==> src/rtl/noc_pkg.sv <==
// Shared NoC types: merge FSM encoding and default flit geometry.
package noc_pkg;

  localparam int FLIT_WIDTH_DEFAULT = 512;

  typedef enum logic [1:0] {IDLE, LOCK0, LOCK1} merge_state_t;

  typedef struct packed {
    logic                          tail;
    logic [FLIT_WIDTH_DEFAULT-1:0] data;
  } flit_t;

endpackage

==> src/rtl/buffer.sv <==
// Enable register with asynchronous active-low clear.
module Buffer #(
  parameter int WIDTH = 1
) (
  input  logic             clock,
  input  logic             rst_l,
  input  logic             en,
  input  logic [WIDTH-1:0] d,
  output logic [WIDTH-1:0] q
);

  always_ff @(posedge clock or negedge rst_l) begin
    if (!rst_l) begin
      q <= '0;
    end else if (en) begin
      q <= d;
    end
  end

endmodule

==> src/rtl/rr_arb2.sv <==
// Two-way round-robin arbiter; prio names the input that wins a tie.
module rr_arb2 (
  input  logic [1:0] req,
  input  logic       prio,
  output logic       grant,
  output logic       grant_valid
);

  always_comb begin
    grant_valid = |req;
    grant       = prio;
    if (req == 2'b01) begin
      grant = 1'b0;
    end else if (req == 2'b10) begin
      grant = 1'b1;
    end
  end

endmodule

==> src/rtl/flit_merge_2to1.sv <==
// Two-input flit merge: round-robin per packet, lock until tail, one registered output stage.
module flit_merge_2to1
  import noc_pkg::*;
#(
  parameter int BIT_WIDTH = FLIT_WIDTH_DEFAULT
) (
  input  logic                     clock,
  input  logic                     rst_l,
  input  logic [1:0]               in_valid,
  input  logic [1:0][BIT_WIDTH-1:0] in_data,
  input  logic [1:0]               in_tail,
  output logic [1:0]               in_ready,
  output logic                     out_valid,
  output logic [BIT_WIDTH-1:0]     out_data,
  output logic                     out_tail,
  input  logic                     out_ready
);

  merge_state_t state, state_next;
  logic         prio, prio_next;
  logic         arb_grant, arb_valid;
  logic         grant, grant_valid;
  logic         space, xfer, sel_tail;

  rr_arb2 u_arb (
    .req         (in_valid),
    .prio        (prio),
    .grant       (arb_grant),
    .grant_valid (arb_valid)
  );

  // A locked packet owns the output regardless of either input's valid.
  always_comb begin
    grant       = 1'b0;
    grant_valid = 1'b0;
    unique case (state)
      IDLE: begin
        grant       = arb_grant;
        grant_valid = arb_valid;
      end
      LOCK0: begin
        grant       = 1'b0;
        grant_valid = 1'b1;
      end
      LOCK1: begin
        grant       = 1'b1;
        grant_valid = 1'b1;
      end
      default: begin
        grant       = 1'b0;
        grant_valid = 1'b0;
      end
    endcase
  end

  assign space       = ~out_valid | out_ready;
  assign in_ready[0] = rst_l & space & grant_valid & ~grant;
  assign in_ready[1] = rst_l & space & grant_valid & grant;
  assign xfer        = |(in_valid & in_ready);
  assign sel_tail    = in_tail[grant];

  always_comb begin
    state_next = state;
    prio_next  = prio;
    if (xfer) begin
      if (sel_tail) begin
        state_next = IDLE;
        prio_next  = ~grant;
      end else begin
        state_next = grant ? LOCK1 : LOCK0;
      end
    end
  end

  always_ff @(posedge clock or negedge rst_l) begin
    if (!rst_l) begin
      state     <= IDLE;
      prio      <= 1'b0;
      out_valid <= 1'b0;
    end else begin
      state <= state_next;
      prio  <= prio_next;
      if (xfer) begin
        out_valid <= 1'b1;
      end else if (out_ready) begin
        out_valid <= 1'b0;
      end
    end
  end

  Buffer #(
    .WIDTH (BIT_WIDTH + 1)
  ) u_out_reg (
    .clock (clock),
    .rst_l (rst_l),
    .en    (xfer),
    .d     ({sel_tail, in_data[grant]}),
    .q     ({out_tail, out_data})
  );

endmodule
==> config.mk <==
export PLATFORM = sky130hd
export DESIGN_NAME = flit_merge_2to1
export DESIGN_NICKNAME = d
export VERILOG_FILES = /design/src/rtl/noc_pkg.sv /design/src/rtl/buffer.sv /design/src/rtl/rr_arb2.sv /design/src/rtl/flit_merge_2to1.sv
export SDC_FILE = /design/constraint.sdc
export NUM_CORES = 1
export LEC_CHECK = 0
export CELL_PAD_IN_SITES_DETAIL_PLACEMENT = 1
export CELL_PAD_IN_SITES_GLOBAL_PLACEMENT = 1
export CORE_AREA = 2 2 600 602
export DETAILED_ROUTE_END_ITERATION = 16
export DIE_AREA = 0 0 602 604
export GPL_TIMING_DRIVEN = 0
export PLACE_DENSITY_LB_ADDON = 0.1
export SKIP_LAST_GASP = 1
export SLEW_MARGIN = 40
export SYNTH_ARGS = -nofsm -noshare
export SYNTH_HDL_FRONTEND = slang
export SYNTH_SLANG_ARGS = --single-unit
==> constraint.sdc <==
create_clock -name clock -period 5.5 [get_ports clock]
set_clock_uncertainty 0.2 [all_clocks]
set_input_delay 0.55 -clock clock [delete_from_list [all_inputs] [get_ports clock]]
set_output_delay 0.55 -clock clock [all_outputs]
set_load 0.05 [all_outputs]
==> flow_metrics.tcl <==
set metrics [dict create \
    cp_max_fo 10 \
    synth_cell_types 25 \
    synth_area_mm2 0.0232 \
    min-delay-start "in_data[855]" \
    required_ns 4.75 \
    htree_num_levels 3 \
    r2r-start "state[0]$_DFFE_PN0P_" \
    dieArea_mm2 0.364 \
    vias 29184 \
    grt_pass1_wl_um 359000 \
    seq_power_share_pct 19.6 \
    fin_nets 5673 \
    status "finished, final reports clean" \
    p_sw_share_pct 58.0 \
    coreArea_mm2 0.358 \
    initial_core_util_pct 6.50 \
    clkTransAtPathRegs_ns 0.06 \
    cts_tree "done" \
    end_kind "output port" \
    die_w_um 602 \
    setup_viol 0 \
    final_cells 9508 \
    rrSetupSlack_ns 2.00 \
    postSynthCellCount 2825 \
    cap_violations 0 \
    place_hpwl_um 238000 \
    antenna_found_initial 161 \
    root_buffer "clkbuf_16" \
    grt_max_degree 78 \
    ys_ff_latch 517 \
    portBuffers 1546 \
    post-place-ws_ns 1.21 \
    fin_hold_ws_ns 0.106 \
    min_to "u_out_reg.q[343]$_DFFE_PN0P_" \
    drv_slew 0 \
    ir_drop_uv 237 \
    clkPwrFrac_pct 16.8 \
    hold_violations 0 \
    yosysSeqAreaShare_pct 55.7 \
    vias_per_cell 3.07 \
    rr_worst_depth 9 \
    tightest_slew_ns 0.930 \
    crit_type "flop to output port" \
    routed_wirelength_um 282000 \
    post-route-period-util_pct 83.6 \
    dr.pass1.iters 5 \
    cts_resized 0 \
    power_leakage_nw 19.1 \
    mostFrequentLayoutCells "clkdlybuf4s50_1 (1442), a21oi_1 (1025), nor2_1 (518), dfrtp_1 (517), nand2_1 (514)" \
    max_slew_margin_pct 37.8 \
    drt_iter0_drc 1188 \
    setup_ws_ns 0.902 \
    fp-row-count 220 \
    cts_buffers 95 \
    die_y_um 604 \
    power.internal_w 0.0158 \
    hold-path-cell-count 3 \
    switchingPower_w 0.0218 \
    synth_fp_nets 3859 \
    avgSynthCellArea_um2 8.23 \
    gp_congestion 0.811 \
    yosys_warnings 0 \
    wl_per_cell_um 29.7 \
    max-clock-path-buffers 4 \
    power_density_mw_per_mm2 763 \
    route.detailed.drc 0 \
    dpl_cell_area_mm2 0.0445 \
    dpl.cell_count 9154 \
    layout_commonest_cell "clkdlybuf4s50_1" \
    final_antenna_net_count 0 \
    clk_latency_ns 0.80 \
    cp.arrival_ns 3.85 \
    timing.rr.end "u_out_reg.q[262]$_DFFE_PN0P_" \
    layout-drive-gt1-share_pct 10.0 \
    pin_count 1547 \
    fin_tns_setup_ns 0 \
    finalInstanceArea_mm2 0.0493 \
    gr-usage-all-layers_pct 15.1 \
    clock_sinks 517 \
    power_frac_comb_pct 63.6 \
    crit_path_start_kind "flop" \
    fin_crit_ns 4.60 \
    grt_overflow 0 \
    grt_pass1_vias 32090 \
    rsz0062_at_grt "false" \
    hp-class "input port to flop" \
    clock.fmax_mhz 217 \
    areaGrowthSynthToFinish_pct 112 \
]
## worst max-delay path: stages (launching register included)
cell and delay (ns):
dfrtp_1 0.40, inv_1 0.09, ha_1 0.21, inv_1 0.09, o31ai_1 0.26, buf_2 0.62
clkbuf_1 0.50, nor2_1 0.11, clkdlybuf4s50_1 0.75
## synthesized netlist by cell type
library cell,count,area (um^2)
o211ai_1,1,7.51
inv_1,3,11.3
a21oi_1,1025,5130
a21o_1,2,15.0
o21a_1,1,7.51
buf_6,2,22.5
nor2_1,518,1940
ha_1,3,37.5
buf_1,4,15.0
dfrtp_1,517,12900
o31ai_1,1,7.51
o2111a_1,1,11.3
o2111ai_2,1,15.0
o31a_1,1,8.76
and2b_1,1,7.51
nand2b_1,1,6.26
a31oi_1,1,6.26
nand2_1,514,1930
buf_2,194,971
nor2b_1,1,6.26
clkbuf_1,26,97.6
buf_4,2,15.0
nor3_1,3,15.0
o2bb2ai_1,1,8.76
or2_2,1,6.26
## final cells by class
cell class,count,area [um^2]
clock inverter,14,158
clock buffer,153,2980
fill,42012,308000
inverter,3,11.3
antenna,26,65.1
sequential,517,12900
tap,4773,5970
buffer,228,1140
timing repair buffer,1717,16900
multi-input combinational,2077,9170
## sequential cells by signal, summed over array words and instances, names as in the netlist
| signal | flops |
|---|---|
| out_valid | 1 |
| prio | 1 |
| state | 2 |
| u_out_reg.q | 513 |
## how the worst max path moves through the flow
stage / from / to / cells past startpoint / slack (ns)
finish: state[0]$_DFFE_PN0P_ / in_ready[0] / 8 / 0.90
global route: state[0]$_DFFE_PN0P_ / in_ready[1] / 8 / 0.53
CTS: state[0]$_DFFE_PN0P_ / in_ready[0] / 8 / 0.61
detailed placement: in_valid[1] / in_ready[0] / 7 / 1.21
global placement: rst_l / u_out_reg.q[200]$_DFFE_PN0P_ / 1 / -29.79
floorplan: state[0]$_DFFE_PN0P_ / in_ready[1] / 7 / 2.77
## kinds of logic (layout without fill, tap and decap cells)
family / after synthesis / after routing / synth area share [%]
AOI/OAI and AO/OA: 1035 / 1035 / 22.5
DFF: 517 / 517 / 55.7
other: 0 / 26 / 0
adders and majority gates: 3 / 3 / 0.162
and+or+nand+nor: 1039 / 1039 / 16.8
buffers and inverters: 231 / 2115 / 4.87
## what timing repair did
item	CTS	global route
endpoints found under the hold margin	336	0
hold buffers	161	0
buffers inserted	0	0
## metal layers
metal / GRT usage (%) / up-vias / share of wire, %
met5: 0 / - / 0.16
li1: - / 13151 / -
met2: 26.8 / 1085 / 50
met1: 17.1 / 14456 / 40
met3: 5.82 / 422 / 8.5
met4: 2.43 / 70 / 1.9
## stage by stage
step	utilization, %	total power [W]
final	13.8	0.0376
after global routing	13.8	0.0404
after CTS	13.8	0.0393
after detailed placement	12.4	0.0324
after global placement	12.5	0.0328
after floorplan	-	0.0196
## power by group through the flow
| stage | sequential, W | combinational [W] | clock (W) |
|---|---|---|---|
| global placement | 0.00752 | 0.0252 | 0 |
| global route | 0.00769 | 0.0259 | 0.00674 |
| finish | 0.00739 | 0.0239 | 0.00631 |
| detailed placement | 0.00748 | 0.0249 | 0 |
| CTS | 0.00747 | 0.0251 | 0.00668 |
| floorplan | 0.0134 | 0.00618 | 0 |
No activity file was read; power rests on OpenSTA's default activity.
